## config.mk

```make
export PLATFORM = sky130hd
export DESIGN_NAME = change_event_counter
export DESIGN_NICKNAME = d
export VERILOG_FILES = /design/src/rtl/change_event_counter.sv
export SDC_FILE = /design/constraint.sdc
export NUM_CORES = 1
export LEC_CHECK = 0
export CAP_MARGIN = 20
export CORE_UTILIZATION = 53
export DETAILED_ROUTE_END_ITERATION = 10
export GPL_TIMING_DRIVEN = 0
export PLACE_DENSITY_LB_ADDON = 0.15
export SLEW_MARGIN = 40
export SYNTH_ARGS = -nofsm -noshare
export SYNTH_HDL_FRONTEND = slang
export SYNTH_SLANG_ARGS = --single-unit
```

## constraint.sdc

```tcl
create_clock -name clk -period 5.7 [get_ports clk]
set_input_delay 0.57 -clock clk [delete_from_list [all_inputs] [get_ports clk]]
set_output_delay 0.57 -clock clk [all_outputs]
set_load 0.05 [all_outputs]
```

## src/rtl/change_event_counter.sv

```systemverilog
// Change-event counter: detects value changes on NCH watched channels and credits
// LISTENERS counts per changed channel to a shared wrap/saturate counter with snapshot.
module change_event_counter #(
  parameter int WIDTH     = 32,
  parameter int NCH       = 2,
  parameter int LISTENERS = 2,
  parameter int CNT_W     = 32,
  parameter bit SATURATE  = 1'b0
) (
  input  logic                 clk,
  input  logic                 rst_n,
  input  logic                 en,
  input  logic [NCH*WIDTH-1:0] data_in,
  input  logic                 clear,
  input  logic                 snap_req,
  output logic [CNT_W-1:0]     cnt,
  output logic [NCH-1:0]       chg_mask,
  output logic [CNT_W-1:0]     snap_val,
  output logic                 snap_valid,
  output logic                 ovf
);

  localparam int INC_MAX = NCH * LISTENERS;
  // Extra headroom so the overflow test sees the untruncated sum.
  localparam int EXT_W = CNT_W + $clog2(INC_MAX + 1);
  localparam logic [EXT_W-1:0] MAX_EXT = {{(EXT_W - CNT_W){1'b0}}, {CNT_W{1'b1}}};

  logic [WIDTH-1:0] r_prev [NCH];
  logic [NCH-1:0]   w_chg;
  logic [EXT_W-1:0] w_pop;
  logic [EXT_W-1:0] w_inc;
  logic [EXT_W-1:0] w_sum;
  logic             w_ovf_hit;
  logic [CNT_W-1:0] w_cnt_next;

  always_comb begin
    // NOTE: every combinational output gets a default first so no path infers a latch.
    w_chg = '0;
    w_pop = '0;
    for (int i = 0; i < NCH; i++) begin
      w_chg[i] = en && (data_in[i*WIDTH +: WIDTH] != r_prev[i]);
      w_pop    = w_pop + EXT_W'(w_chg[i]);
    end
    w_inc     = w_pop * EXT_W'(LISTENERS);
    w_sum     = EXT_W'(cnt) + w_inc;
    w_ovf_hit = (w_sum > MAX_EXT);
    if (clear)
      w_cnt_next = '0;
    else if (SATURATE && w_ovf_hit)
      w_cnt_next = '1;
    else
      w_cnt_next = w_sum[CNT_W-1:0];
  end

  // NOTE: state is updated with non-blocking assignments so every register samples
  // pre-edge values; prev[] is a small register bank, so it is reset like the rest.
  always_ff @(posedge clk) begin
    if (!rst_n) begin
      cnt        <= '0;
      chg_mask   <= '0;
      snap_val   <= '0;
      snap_valid <= 1'b0;
      ovf        <= 1'b0;
      for (int i = 0; i < NCH; i++) r_prev[i] <= '0;
    end else begin
      if (en)
        for (int i = 0; i < NCH; i++) r_prev[i] <= data_in[i*WIDTH +: WIDTH];
      cnt        <= w_cnt_next;
      chg_mask   <= w_chg;
      snap_valid <= snap_req;
      if (snap_req) snap_val <= w_cnt_next;
      if (clear)
        ovf <= 1'b0;
      else if (w_ovf_hit)
        ovf <= 1'b1;
    end
  end

endmodule

```

==> results.md <==
- Status: completed
- ANT nets after route: 0
- Yosys Warn Count: 0
- Setup TNS: 0 ns
- Drt drc: 0
- Post-CTS setup buffers: 0
- Unrepaired setup endpoints after global routing: no
- Hold_buf cts: 0
- Worst-skew pair later-pin latency: 0.51 ns
- H-tree Lvls: 4
- CP Launch Type: input pin
- Main flop type after synthesis: dfxtp_1
- RD Place Congestion: 0.8226
- R2R Path Start: r_prev[0][2]
- CP max stage cell: nor4_2
- Layout area overhead: 36.92%
- Final #Nets: 730
- Crit. End Element: flop
- Post-synthesis async set-or-reset flop share: 0%
- Initial antenna violation count: 0
- Dpl cells: 774
- Synth area leader: edfxtp_1
- Slew HR: 60.94%
- Final WS setup: 1.999 ns
- Drt wl/cell: 16.90 um
- Syn Std Cell Area: 5690 um2
- CP max FO: 5
- Final worst-path cycle share: 64.94%
- Detailed Routing Iterations Pass 1: 4
- Crit path cell chain: clkdlybuf4s50_1 -> xnor2_1 -> nand4_1 -> nor4_1 -> a21boi_0 -> ha_1 -> ha_1 -> fa_1 -> nand4_1 -> nor4_2 -> nand4_1 -> xor2_1 -> o21ai_0
- Initial core utilization: 54.87%
- Area share of the largest cell type after synthesis: 33.77%
- Worst Path Required: 6.08 ns
- Iteration-0 DRC Markers: 179
- Library cells used by synthesis: 37
- Crit path DAT: 4.08 ns
- Max capacitance violation total: 0
- Core box area: 10,370 um2
- Vias in the first global route: 4,528
- Post-Synthesis Mean Instance Area: 11.31 um2
- Minimum clock period: 3.701 ns
- Worst Hold Class: reg -> reg
- Clk pin slew, worst setup/hold paths: 0.06 ns
- Power density over cell area: 293.7 nW/um2
- Non-Filler Instances: 806
- Most common cell on crit path: nand4_1
- Cells after synthesis: 503
- Hold WS: 0.4506 ns
- Most frequent cells after synthesis: 82 x xnor2_1, 68 x dfxtp_1, 66 x and3_1, 64 x edfxtp_1, 40 x nor2_1
- GRT Total Usage: 25.91%
- Total Wirelength: 13.62 mm
- Buffers on Ports: 134
- Die Ht: 105.6 um
- First-pass GRT wire length: 22.18 mm
- Die W: 105.6 um
- Fin. Hold Viols: 0
- Io pins: 137
- Die area: 11,160 um2
- Via count: 4,362
- CTS tree: done
- Worst Min Path Start: snap_val[14]
- Worst path bufs/invs: 1
- Largest net degree at the start of global routing: 46
- Ant diodes: 0
- Crit path largest cell delay: 0.59 ns
- CTS resizes: 0
- Maximum clock rate: 270.2 MHz
- HPWL after DPL: 9.639 mm
- Cts bufs inserted: 17
- Clock skew: 0.006695 ns
- CP top delay family: simple AND/OR/NAND/NOR gates
- CTS max path bufs: 2
- Max VDD drop: 189.1 uV
- Clock Root Buffer: clkbuf_8
- Worst slew pin tran: 0.5811 ns
- Worst setup path category: in -> reg
- Largest cells by area after synthesis: edfxtp_1 34%, dfxtp_1 24%, xnor2_1 13%
- Register bit total from synthesis: 132
- Most common cell in the netlist: xnor2_1
- TritonCTS Sinks: 132
- Sequential share of the synthesized area: 57.70%
- Number of flops mapped to enable cells by yosys: 64
- Worst Setup SP: data_in[2]
- Drt via density: 5.412
- Layout cell share with drive strength beyond 1: 6.418%
- Row count: 37
- Fin util: 75.13%
- Post-place setup slack: 1.472 ns
- # setup viols final: 0
- Total grt overflow: 0
- Max Transition Viols Final: 0
- Syn Nets: 576
- Leak: 2.885 nW
## cells in the final DEF, fill, tap and decap left out, drive strengths merged
cell / count
clkdlybuf4s50: 134
o21ai: 23
clkbuf: 42
a31oi: 1
xor2: 11
clkinv: 8
xnor2: 82
fa: 1
a21boi: 2
and4: 4
and2: 5
nor2: 40
a21oi: 2
nand3: 9
inv: 3
nand2b: 2
edfxtp: 64
dfxtp: 68
a21o: 3
a22o: 6
mux2i: 1
bufinv: 3
nand4: 26
nor2b: 3
nor4: 10
and3: 66
buf: 2
nand2: 37
or2: 2
ha: 3
nor3: 5
clkinvlp: 2
## report_power, final
part	total, mW	internal [mW]	switching (mW)
clock network	1.03	0.656	0.378
logic	0.197	0.103	0.0934
registers	1.06	1.04	0.0189
## worst min-delay path, stage by stage, from the launching register on
cell and delay, ns:
dfxtp_1 0.32, nand2_1 0.04, o21ai_0 0.06
## registers in the layout (all words and copies together), names as in the netlist
| name | flops |
|---|---|
| snap_val | 32 |
| ovf | 1 |
| r_prev | 64 |
| chg_mask | 2 |
| cnt | 32 |
| snap_valid | 1 |
## metrics by stage
step / total power, mW / instance area, um2
global placement: 1.266 / 7202
CTS: 2.307 / 7791
finish: 2.288 / 7791
global route: 2.366 / 7791
floorplan: 1.180 / 5690
detailed placement: 1.274 / 7229
## worst paths after layout
kind / endpoint / slack [ns] / depth (start not counted)
hold / removal: snap_val[14] / 0.45 / 2
setup / recovery: snap_val[25] / 2.00 / 13
hold reg to reg: snap_val[14] / 0.45 / 2
setup reg to reg: snap_val[25] / 2.14 / 12
## logic make-up after synthesis
family	count (synthesis)	synth area share, %
AOI/OAI and AO/OA	37	3.892
xor gates and xnor gates	93	14.31
adders and majority gates	4	1.012
buffers and inverters	27	1.803
DFF	132	57.70
muxes	1	0.1759
and+or+nand+nor	209	21.11
## final cells by class
type,count,area (um2)
fill,744,2579
clock inverter,13,140.1
tap,136,170.2
sequential,132,3283
buffer,24,91.34
inverter,3,11.26
multi-input combinational,344,2312
timing repair buffer,135,1361
clock buffer,19,421.7
## layer usage
metal  share of wire (%)  vias to the layer above  GRT usage (%)
met4                 1.7                        0          9.821
li1                    -                     2094              -
met2                  50                      153          43.70
met1                  41                     2092          31.16
met3                 7.2                       23          7.916
met5                   0                        -              0
(Power assumes the default switching activity.)
==> RTL change: new RTL, config.mk and constraints unchanged <==
Add an input register stage for `en`, `data_in`, `clear` and `snap_req`; this delays them by one clock.
--- a/src/rtl/change_event_counter.sv
+++ b/src/rtl/change_event_counter.sv
@@ -25,6 +25,18 @@
   localparam int EXT_W = CNT_W + $clog2(INC_MAX + 1);
   localparam logic [EXT_W-1:0] MAX_EXT = {{(EXT_W - CNT_W){1'b0}}, {CNT_W{1'b1}}};
 
+  logic en_q;
+  logic [NCH*WIDTH-1:0] data_q;
+  logic clear_q;
+  logic snap_req_q;
+
+  always_ff @(posedge clk) begin
+    en_q       <= en;
+    data_q     <= data_in;
+    clear_q    <= clear;
+    snap_req_q <= snap_req;
+  end
+
   logic [WIDTH-1:0] r_prev [NCH];
   logic [NCH-1:0]   w_chg;
   logic [EXT_W-1:0] w_pop;
@@ -38,13 +50,13 @@
     w_chg = '0;
     w_pop = '0;
     for (int i = 0; i < NCH; i++) begin
-      w_chg[i] = en && (data_in[i*WIDTH +: WIDTH] != r_prev[i]);
+      w_chg[i] = en_q && (data_q[i*WIDTH +: WIDTH] != r_prev[i]);
       w_pop    = w_pop + EXT_W'(w_chg[i]);
     end
     w_inc     = w_pop * EXT_W'(LISTENERS);
     w_sum     = EXT_W'(cnt) + w_inc;
     w_ovf_hit = (w_sum > MAX_EXT);
-    if (clear)
+    if (clear_q)
       w_cnt_next = '0;
     else if (SATURATE && w_ovf_hit)
       w_cnt_next = '1;
@@ -63,13 +75,13 @@
       ovf        <= 1'b0;
       for (int i = 0; i < NCH; i++) r_prev[i] <= '0;
     end else begin
-      if (en)
-        for (int i = 0; i < NCH; i++) r_prev[i] <= data_in[i*WIDTH +: WIDTH];
+      if (en_q)
+        for (int i = 0; i < NCH; i++) r_prev[i] <= data_q[i*WIDTH +: WIDTH];
       cnt        <= w_cnt_next;
       chg_mask   <= w_chg;
-      snap_valid <= snap_req;
-      if (snap_req) snap_val <= w_cnt_next;
-      if (clear)
+      snap_valid <= snap_req_q;
+      if (snap_req_q) snap_val <= w_cnt_next;
+      if (clear_q)
         ovf <= 1'b0;
       else if (w_ovf_hit)
         ovf <= 1'b1;
Check against the original RTL: not equivalent (Yosys sat finds a counterexample within 4 cycles, from zero or initial values and one cycle with rst_n low).
==> RTL change against the unedited design <==
Setup slack worse by 520 ps; worst hold slack better by 22 ps; routed wire length up 33%; die area up 30%; synthesized area up 31%; sequential cell count up 67; fmax down 12%; utilization down 3.2 points; register-to-register slack worse by 660 ps; cell area up 24%; total power up 31%; via count up 29%; critical endpoint is now snap_val[15]; largest cell class unchanged.
==> RTL change: results (changes against the unedited design) <==
Outcome
  • Status: complete, no violations

Hold path
  • Hold Crit Class: register to register

Clocking
  • Total CTS buffers: 17 (unchanged)
  • Root Driver: clkbuf_16
  • Clock transition at path regs: 70 ps
  • Clock Path Buffers: 2 (unchanged)
  • Skew-Pair Late Insertion Delay: 430 ps (-80 ps)
  • Setup repair bufs after CTS: 0 (unchanged)

Synth
  • Synth Net Count: 712 (+24%)
  • Post-synth ARST share: 0% (unchanged)
  • Sequential fraction of the synthesis area: 62.2% (+4.5 points)
  • Number of synthesized flops with an enable pin: 64 (unchanged)
  • Count of cell types in the netlist: 42 (+14%)
  • Top post-synthesis cells by area: dfxtp_1 36%, edfxtp_1 26%, xnor2_1 8.1%, and3_1 5.7%, nand3_1 2.6%
  • Synth top cells by count: 135 x dfxtp_1, 69 x xnor2_1, 68 x and3_1
  • Syn. warnings: 0 (unchanged)

Global route
  • Pin count of the biggest net entering global routing: 38 (-17%)
  • Initial antenna violation count: 0 (unchanged)
  • Number of global-route vias before repair: 5,733 (+27%)
  • GRT Overall Usage: 26.0% (+0.059 points)
  • First-pass GRT wire length: 28.9 mm (+30%)

Detailed routing
  • Vias/cell: 5.72 (+5.7%)
  • 1st-iter DRT viols: 344 (+92%)
  • Routed wire length: 18.1 mm (+33%)
  • Pre-antenna DRT Iters: 4 (unchanged)

Cells and area
  • Nets: 868 (+19%)
  • Fillers: 983 (+32%)
  • Layout cells sized above 1: 4.83% (-1.6 points)
  • Biggest regs: data_q x64, r_prev x64
  • N_diodes: 0 (unchanged)

Place
  • Placed cell area: 0.00905 sq mm (+25%)
  • Port Buffers: 136 (+1.5%)
  • RD Place Congestion: 0.866 (+5.2%)
  • Hpwl dp: 12.4 mm (+29%)

Timing
  • Final setup skew: 11.7 ps (+5.05 ps)
  • Worst-Margin Slew: 814 ps (+233 ps)

Power
  • Switch share: 21.3% (-0.19 points)
  • Maximum VDD drop: 0.212 mV (+12%)
  • Leakage: 3.63 nW (+26%)

Worst setup path
  • Max FO, Critical Path: 10 (+5)
  • Worst EP arrival: 4530 ps (+450 ps)
-- RTL change: cell families after synthesis --
kind of cell	share of synthesized area (%)
compound gates	7.50
xor+xnor	8.71
fa+ha+maj	0.774
buf+inv	2.29
flops	62.2
simple gates	18.5
-- RTL change: final timing paths --
path / slack, ps / depth (start not counted) / endpoint / start
worst max register to register: 1480 / 13 / snap_val[15] / r_prev[0][26]
worst min register to register: 470 / 2 / snap_val[10] / snap_val[10]
worst max-delay path: 1480 / 13 / snap_val[15] / r_prev[0][26]
worst min-delay path: 470 / 2 / snap_val[10] / snap_val[10]
-- RTL change: critical path, cell delays in order (launching register included) --
cell and delay (ps):
edfxtp_1 400, xnor2_1 200, nand4_1 170, nor4_1 500, a21boi_0 270, ha_1 370, ha_1 220, fa_1 470
and4_1 240, clkbuf_1 170, nand4_1 350, clkbuf_1 420, xnor2_1 210, o21ai_0 120
-- RTL change: final cells by class --
| class | count | area share, % |
|---|---|---|
| sequential | 199 | 47.8 |
| multi-input combinational | 397 | 27.5 |
| clock buffer | 19 | 4.58 |
| tap | 176 | 2.28 |
| clock inverter | 13 | 1.85 |
| buffer | 39 | 1.60 |
| timing repair buffer | 137 | 14.3 |
| inverter | 4 | 0.155 |
-- RTL change: power groups by stage --
| stage | combinational (mW) | sequential (mW) | clock (mW) |
|---|---|---|---|
| floorplan | 0.0870 | 1.59 | 0 |
| global placement | 0.176 | 1.58 | 0 |
| detailed placement | 0.181 | 1.58 | 0 |
| CTS | 0.185 | 1.55 | 1.28 |
| global route | 0.198 | 1.56 | 1.34 |
| finish | 0.183 | 1.55 | 1.26 |
-- RTL change: per-layer routing --
layer | routed length [um] | up-vias | global-route usage [%]
met4 | 382 | 0 | 10.5
met1 | 7800 | 2735 | 32.4
met3 | 1040 | 27 | 6.51
met5 | 0 | - | 0
li1 | - | 2679 | -
met2 | 8890 | 189 | 43.1
-- RTL change: through the flow --
step | total power, mW | utilization [%] | cells | setup WS, ps | hold WS (ps)
floorplan | 1.67 | - | 639 | 2540 | 551
finish | 3.00 | 71.9 | 984 | 1480 | 472
CTS | 3.02 | 71.9 | 984 | 1440 | 472
global route | 3.09 | 71.9 | 984 | 1130 | 499
detailed placement | 1.76 | 67.3 | 952 | 1450 | 452
global placement | 1.76 | 67.0 | 951 | 1330 | 441
